### src/rtl/date_down_counter_pkg.sv
// Shared types and constants for the calendar day/month down-counter.
// Month-length constants and month identifiers live here so the lookup and the top agree.
package date_down_counter_pkg;

  localparam int DATE_W_DEF = 6;

  typedef logic [DATE_W_DEF-1:0] date_t;
  typedef logic [3:0]            month_t;

  localparam int LEN_31 = 31;
  localparam int LEN_30 = 30;
  localparam int LEN_28 = 28;
  localparam int LEN_29 = 29;

  localparam month_t MONTH_JAN = 4'd1;
  localparam month_t MONTH_FEB = 4'd2;
  localparam month_t MONTH_DEC = 4'd12;

  // Previous calendar month; January wraps to the last month of the year.
  function automatic month_t prev_month(input month_t m, input month_t last);
    if (m == MONTH_JAN) begin
      return last;
    end
    return m - 4'd1;
  endfunction

endpackage

### src/rtl/date_down_counter_month_length.sv
// Combinational month-to-day-count lookup; leap selects a 29-day February.
module date_down_counter_month_length
  import date_down_counter_pkg::*;
#(
  parameter int DATE_W = 6
) (
  input  month_t            month,
  input  logic              leap,
  output logic [DATE_W-1:0] days
);

  always_comb begin
    days = DATE_W'(LEN_31);
    case (month)
      4'd4, 4'd6, 4'd9, 4'd11: days = DATE_W'(LEN_30);
      MONTH_FEB:               days = leap ? DATE_W'(LEN_29) : DATE_W'(LEN_28);
      default:                 days = DATE_W'(LEN_31);
    endcase
  end

endmodule

### src/rtl/date_down_counter.sv
// Day-of-month/month down-counter with registered borrow pulses on month and year wrap.
// Optional LEAP_YEAR_EN adds a 2-bit leap phase (0 = leap year) stepped back on each year wrap.
module date_down_counter
  import date_down_counter_pkg::*;
#(
  parameter int MONTHS = 12,
  parameter int DATE_W = 6
) (
  input  logic              clk,
  input  logic              rst,
  input  logic              en,
  input  logic              load,
  input  logic [DATE_W-1:0] load_date,
  input  logic [3:0]        load_month,
  output logic [DATE_W-1:0] date,
  output logic [3:0]        month,
  output logic              borrow,
  output logic              month_borrow
);

  localparam month_t            MONTH_LAST = month_t'(MONTHS);
  localparam logic [DATE_W-1:0] DATE_ONE   = DATE_W'(1);

  logic              leap;
  logic              wrap;
  logic              year_wrap;
  month_t            wrap_month;
  month_t            load_month_c;
  logic [DATE_W-1:0] wrap_len;
  logic [DATE_W-1:0] load_len;
  logic [DATE_W-1:0] load_date_c;
  logic [DATE_W-1:0] date_nxt;
  month_t            month_nxt;

  // A wrap only happens on a real decrement: load takes priority over en.
  assign wrap      = en && !load && (date == DATE_ONE);
  assign year_wrap = wrap && (month == MONTH_JAN);

`ifdef LEAP_YEAR_EN
  logic [1:0] leap_phase;

  always_ff @(posedge clk) begin
    if (!rst) begin
      leap_phase <= 2'd0;
    end else if (year_wrap) begin
      leap_phase <= leap_phase + 2'd3;
    end
  end

  assign leap = (leap_phase == 2'd0);
`else
  assign leap = 1'b0;
`endif

  always_comb begin
    wrap_month   = prev_month(month, MONTH_LAST);
    load_month_c = load_month;
    if (load_month == 4'd0 || load_month > MONTH_LAST) begin
      load_month_c = MONTH_JAN;
    end
  end

  date_down_counter_month_length #(.DATE_W(DATE_W)) u_len_wrap (
    .month (wrap_month),
    .leap  (leap),
    .days  (wrap_len)
  );

  date_down_counter_month_length #(.DATE_W(DATE_W)) u_len_load (
    .month (load_month_c),
    .leap  (leap),
    .days  (load_len)
  );

  // Loaded date is clamped against the clamped month's length.
  always_comb begin
    load_date_c = load_date;
    if (load_date == '0) begin
      load_date_c = DATE_ONE;
    end else if (load_date > load_len) begin
      load_date_c = load_len;
    end
  end

  always_comb begin
    date_nxt  = date;
    month_nxt = month;
    if (load) begin
      date_nxt  = load_date_c;
      month_nxt = load_month_c;
    end else if (en) begin
      if (wrap) begin
        date_nxt  = wrap_len;
        month_nxt = wrap_month;
      end else begin
        date_nxt  = date - DATE_ONE;
      end
    end
  end

  // Pulses are re-evaluated every edge, so they never outlast one cycle.
  always_ff @(posedge clk) begin
    if (!rst) begin
      date         <= DATE_ONE;
      month        <= MONTH_JAN;
      borrow       <= 1'b0;
      month_borrow <= 1'b0;
    end else begin
      date         <= date_nxt;
      month        <= month_nxt;
      borrow       <= wrap;
      month_borrow <= year_wrap;
    end
  end

endmodule

### config.mk
export PLATFORM = sky130hd
export DESIGN_NAME = date_down_counter
export DESIGN_NICKNAME = d
export VERILOG_FILES = /design/src/rtl/date_down_counter_pkg.sv /design/src/rtl/date_down_counter_month_length.sv /design/src/rtl/date_down_counter.sv
export SDC_FILE = /design/constraint.sdc
export NUM_CORES = 1
export LEC_CHECK = 0
export BUFFER_PORTS_ARGS = -buffer_cell sky130_fd_sc_hd__buf_4
export CELL_PAD_IN_SITES_DETAIL_PLACEMENT = 2
export CELL_PAD_IN_SITES_GLOBAL_PLACEMENT = 2
export CORE_MARGIN = 4
export CORE_UTILIZATION = 26
export CTS_CLUSTER_SIZE = 20
export DETAILED_ROUTE_END_ITERATION = 6
export PLACE_DENSITY = 0.78
export SYNTH_ARGS = -nofsm -noshare
export SYNTH_HDL_FRONTEND = slang
export SYNTH_SLANG_ARGS = --single-unit
### constraint.sdc
create_clock -name clk -period 1.9 [get_ports clk]
set_input_delay 0.285 -clock clk [delete_from_list [all_inputs] [get_ports clk]]
set_output_delay 0.285 -clock clk [all_outputs]
set_load 0.02 [all_outputs]
==> metrics.txt <==
clock-pin slew on the worst setup and hold paths 60 ps; worst-margin pin slew 385 ps; NetSw 323 uW; DR iter-0 viols 42; Leak Pwr 0.692 nW; Relative slew margins 74.1%; first-pass GRT wire length 5960 um; DR pass1 iterations 4; register area share after synthesis 24.6%; status finished, violations left; Area contributors post-synth dfxtp_1 25%, ha_1 12%, nand2_1 7.7%; asr flop ratio synth 0%; power density cells 624 nW/um2; commonest non-fill, non-tap cells in the layout 38 x buf_4, 20 x nand2_1, 10 x nor2_1; achievable frequency 0.508 GHz; commonest non-fill, non-tap cell in the layout buf_4; Max-cap violations 0; Power Internal 630 uW; WP data required 2070 ps; routed wire length 4040 um; CP Data Arrival Time 2140 ps; final worst path period share 104%; post-synth top area cell dfxtp_1; Sink Count 12; Die X 69.3 um; clock power share 30.8%; Max Slew Vio Count 0; Post-Syn Area 977 um2; Worst setup EP type flop; fraction of layout cells with a size suffix above 1 40.9%; Final Skew 4.50 ps; number of flops mapped to enable cells by yosys 0; Worst Hold Class in2reg; drt via density 5.10; Max FO, Critical Path 2; DRC errors left 0; Comb pwr share 37.6%; worst IR drop on VDD 176 uV; routed vias 1117; #FFs+latches synth 12; Sw Ratio 33.9%; cts bufs inserted 3; failing checks negative setup slack; routability congestion estimate 0.821; FF/Latch Area 245 um2; Syn Nets 150; Std-Cell Rows 22; number of nets with antenna violations after routing 0; cells after synthesis 127; initial core utilization 26.9%; fin util 42.0%; Tot Pwr 953 uW; multi-input logic area 796 um2; total track usage 15.5%; Ports 26; hold-fix buffer count after cts 0; total global routing overflow 0; TNS Setup -69.6 ps; Yosys warning count 0; CP Launch Type input port; clock tree buffer depth 2; final net count 195; Synth top area share 24.6%; Setup-failing EPs final 1; pin count of the biggest net entering global routing 22; routed length per instance 18.4 um; Inserted Diodes 0; CTS tree built; top_reg_cell synth dfxtp_1; Filler cells 420; CORE AREA 3630 um2; final worst slack -69.6 ps; sequential share of power 31.6%; vias in the first global route 1223; dpl hpwl 2790 um; Area growth syn-to-layout 56.3%; Setup CP Type in2reg; fin crit period 1970 ps; Mapped Avg Cell Area 7.69 um2; CTS root buf clkbuf_8; die outline height 69.3 um; H-tree levels 1; RSZ-0062 raised after global routing yes; count of final hold-check violations 0; DIE AREA 4800 um2; clock latency on the worst-skew pair 250 ps; count of cell types in the netlist 44; # port buffers 25; initial antenna violation count 0
## stage by stage
step                std cells  cell area (um2)  worst slack [ps]  hold slack (ps)
global placement          211             1320              -216              485
CTS                       216             1410              6.98              259
finish                    219             1530             -69.6              274
floorplan                 127              981             -13.3              347
global route              219             1530              -121              270
detailed placement        211             1320              -363              510
## critical path: stages
cell and delay (ps):
buf_8 100, nor4b_4 290, ha_1 290, nor2b_4 140, o211a_4 270, o311a_1 360
o221ai_2 230, a31o_1 170
## cell type report
cell class | count | area share (%)
clock buffers | 4 | 3.60
inverters | 7 | 1.72
multi-input cells | 105 | 52.1
flip-flops and latches | 12 | 16.1
well taps | 48 | 3.93
repair buffers | 43 | 22.6
## routing by layer
metal | part of all wire, % | global-route usage [%] | up-vias | wire [um]
li1 | - | - | 543 | -
met2 | 53 | 30.5 | 19 | 2150
met5 | 0 | 0 | - | 0
met1 | 41 | 16.5 | 547 | 1670
met4 | 2.6 | 3.90 | 0 | 106
met3 | 2.7 | 2.90 | 8 | 110
## what timing repair did
action | 4_1_cts | 5_1_grt
endpoints found under the setup margin | 4 | 6
buffers inserted | 1 | 3
pin swaps | 2 | 13
gates resized for setup | 6 | 21
## cell families (layout without fill, tap and decap cells)
| family | count (synthesis) | in the layout | synth area share [%] |
|---|---|---|---|
| AND/OR/NAND/NOR | 58 | 58 | 30.7 |
| buffers and inverters | 10 | 54 | 4.10 |
| adder cells (fa/ha/maj) | 9 | 9 | 11.5 |
| XOR/XNOR | 3 | 3 | 2.69 |
| flip-flops | 12 | 12 | 24.6 |
| multiplexers | 3 | 3 | 3.33 |
| AO/OA/AOI/OAI | 32 | 32 | 23.0 |
## flip-flops by register name (all words and copies together) (netlist names)
register / count
month_borrow: 1
borrow: 1
date: 6
month: 4
## synth_stat cells (2+ instances only)
cell      number
nand2_1       20
dfxtp_1       12
nor2_1        12
ha_1           9
inv_1          7
o21ai_0        7
nor3_1         6
a21oi_1        4
and3_1         3
nor2b_1        3
o211a_1        3
o21ai_1        3
a221oi_1       2
buf_2          2
mux2_2         2
nand3_1        2
nor4b_1        2
xnor2_1        2
## power groups by stage
stage	Clock, mW	Sequential [mW]	Combinational, mW
after floorplan	0	0.318	0.147
after global placement	0	0.299	0.290
after detailed placement	0	0.302	0.304
after CTS	0.298	0.299	0.321
after global routing	0.315	0.305	0.391
final	0.294	0.302	0.358
## final timing paths
check | start | to | slack [ps] | depth (start not counted)
worst max-delay path | load_month[2] | date[0] | -70 | 8
worst min-delay path | rst | month[0] | 270 | 2
worst max register to register | date[1] | date[0] | 30 | 7
worst min register to register | date[5] | date[5] | 530 | 2
No activity file was read; power rests on OpenSTA's default activity.
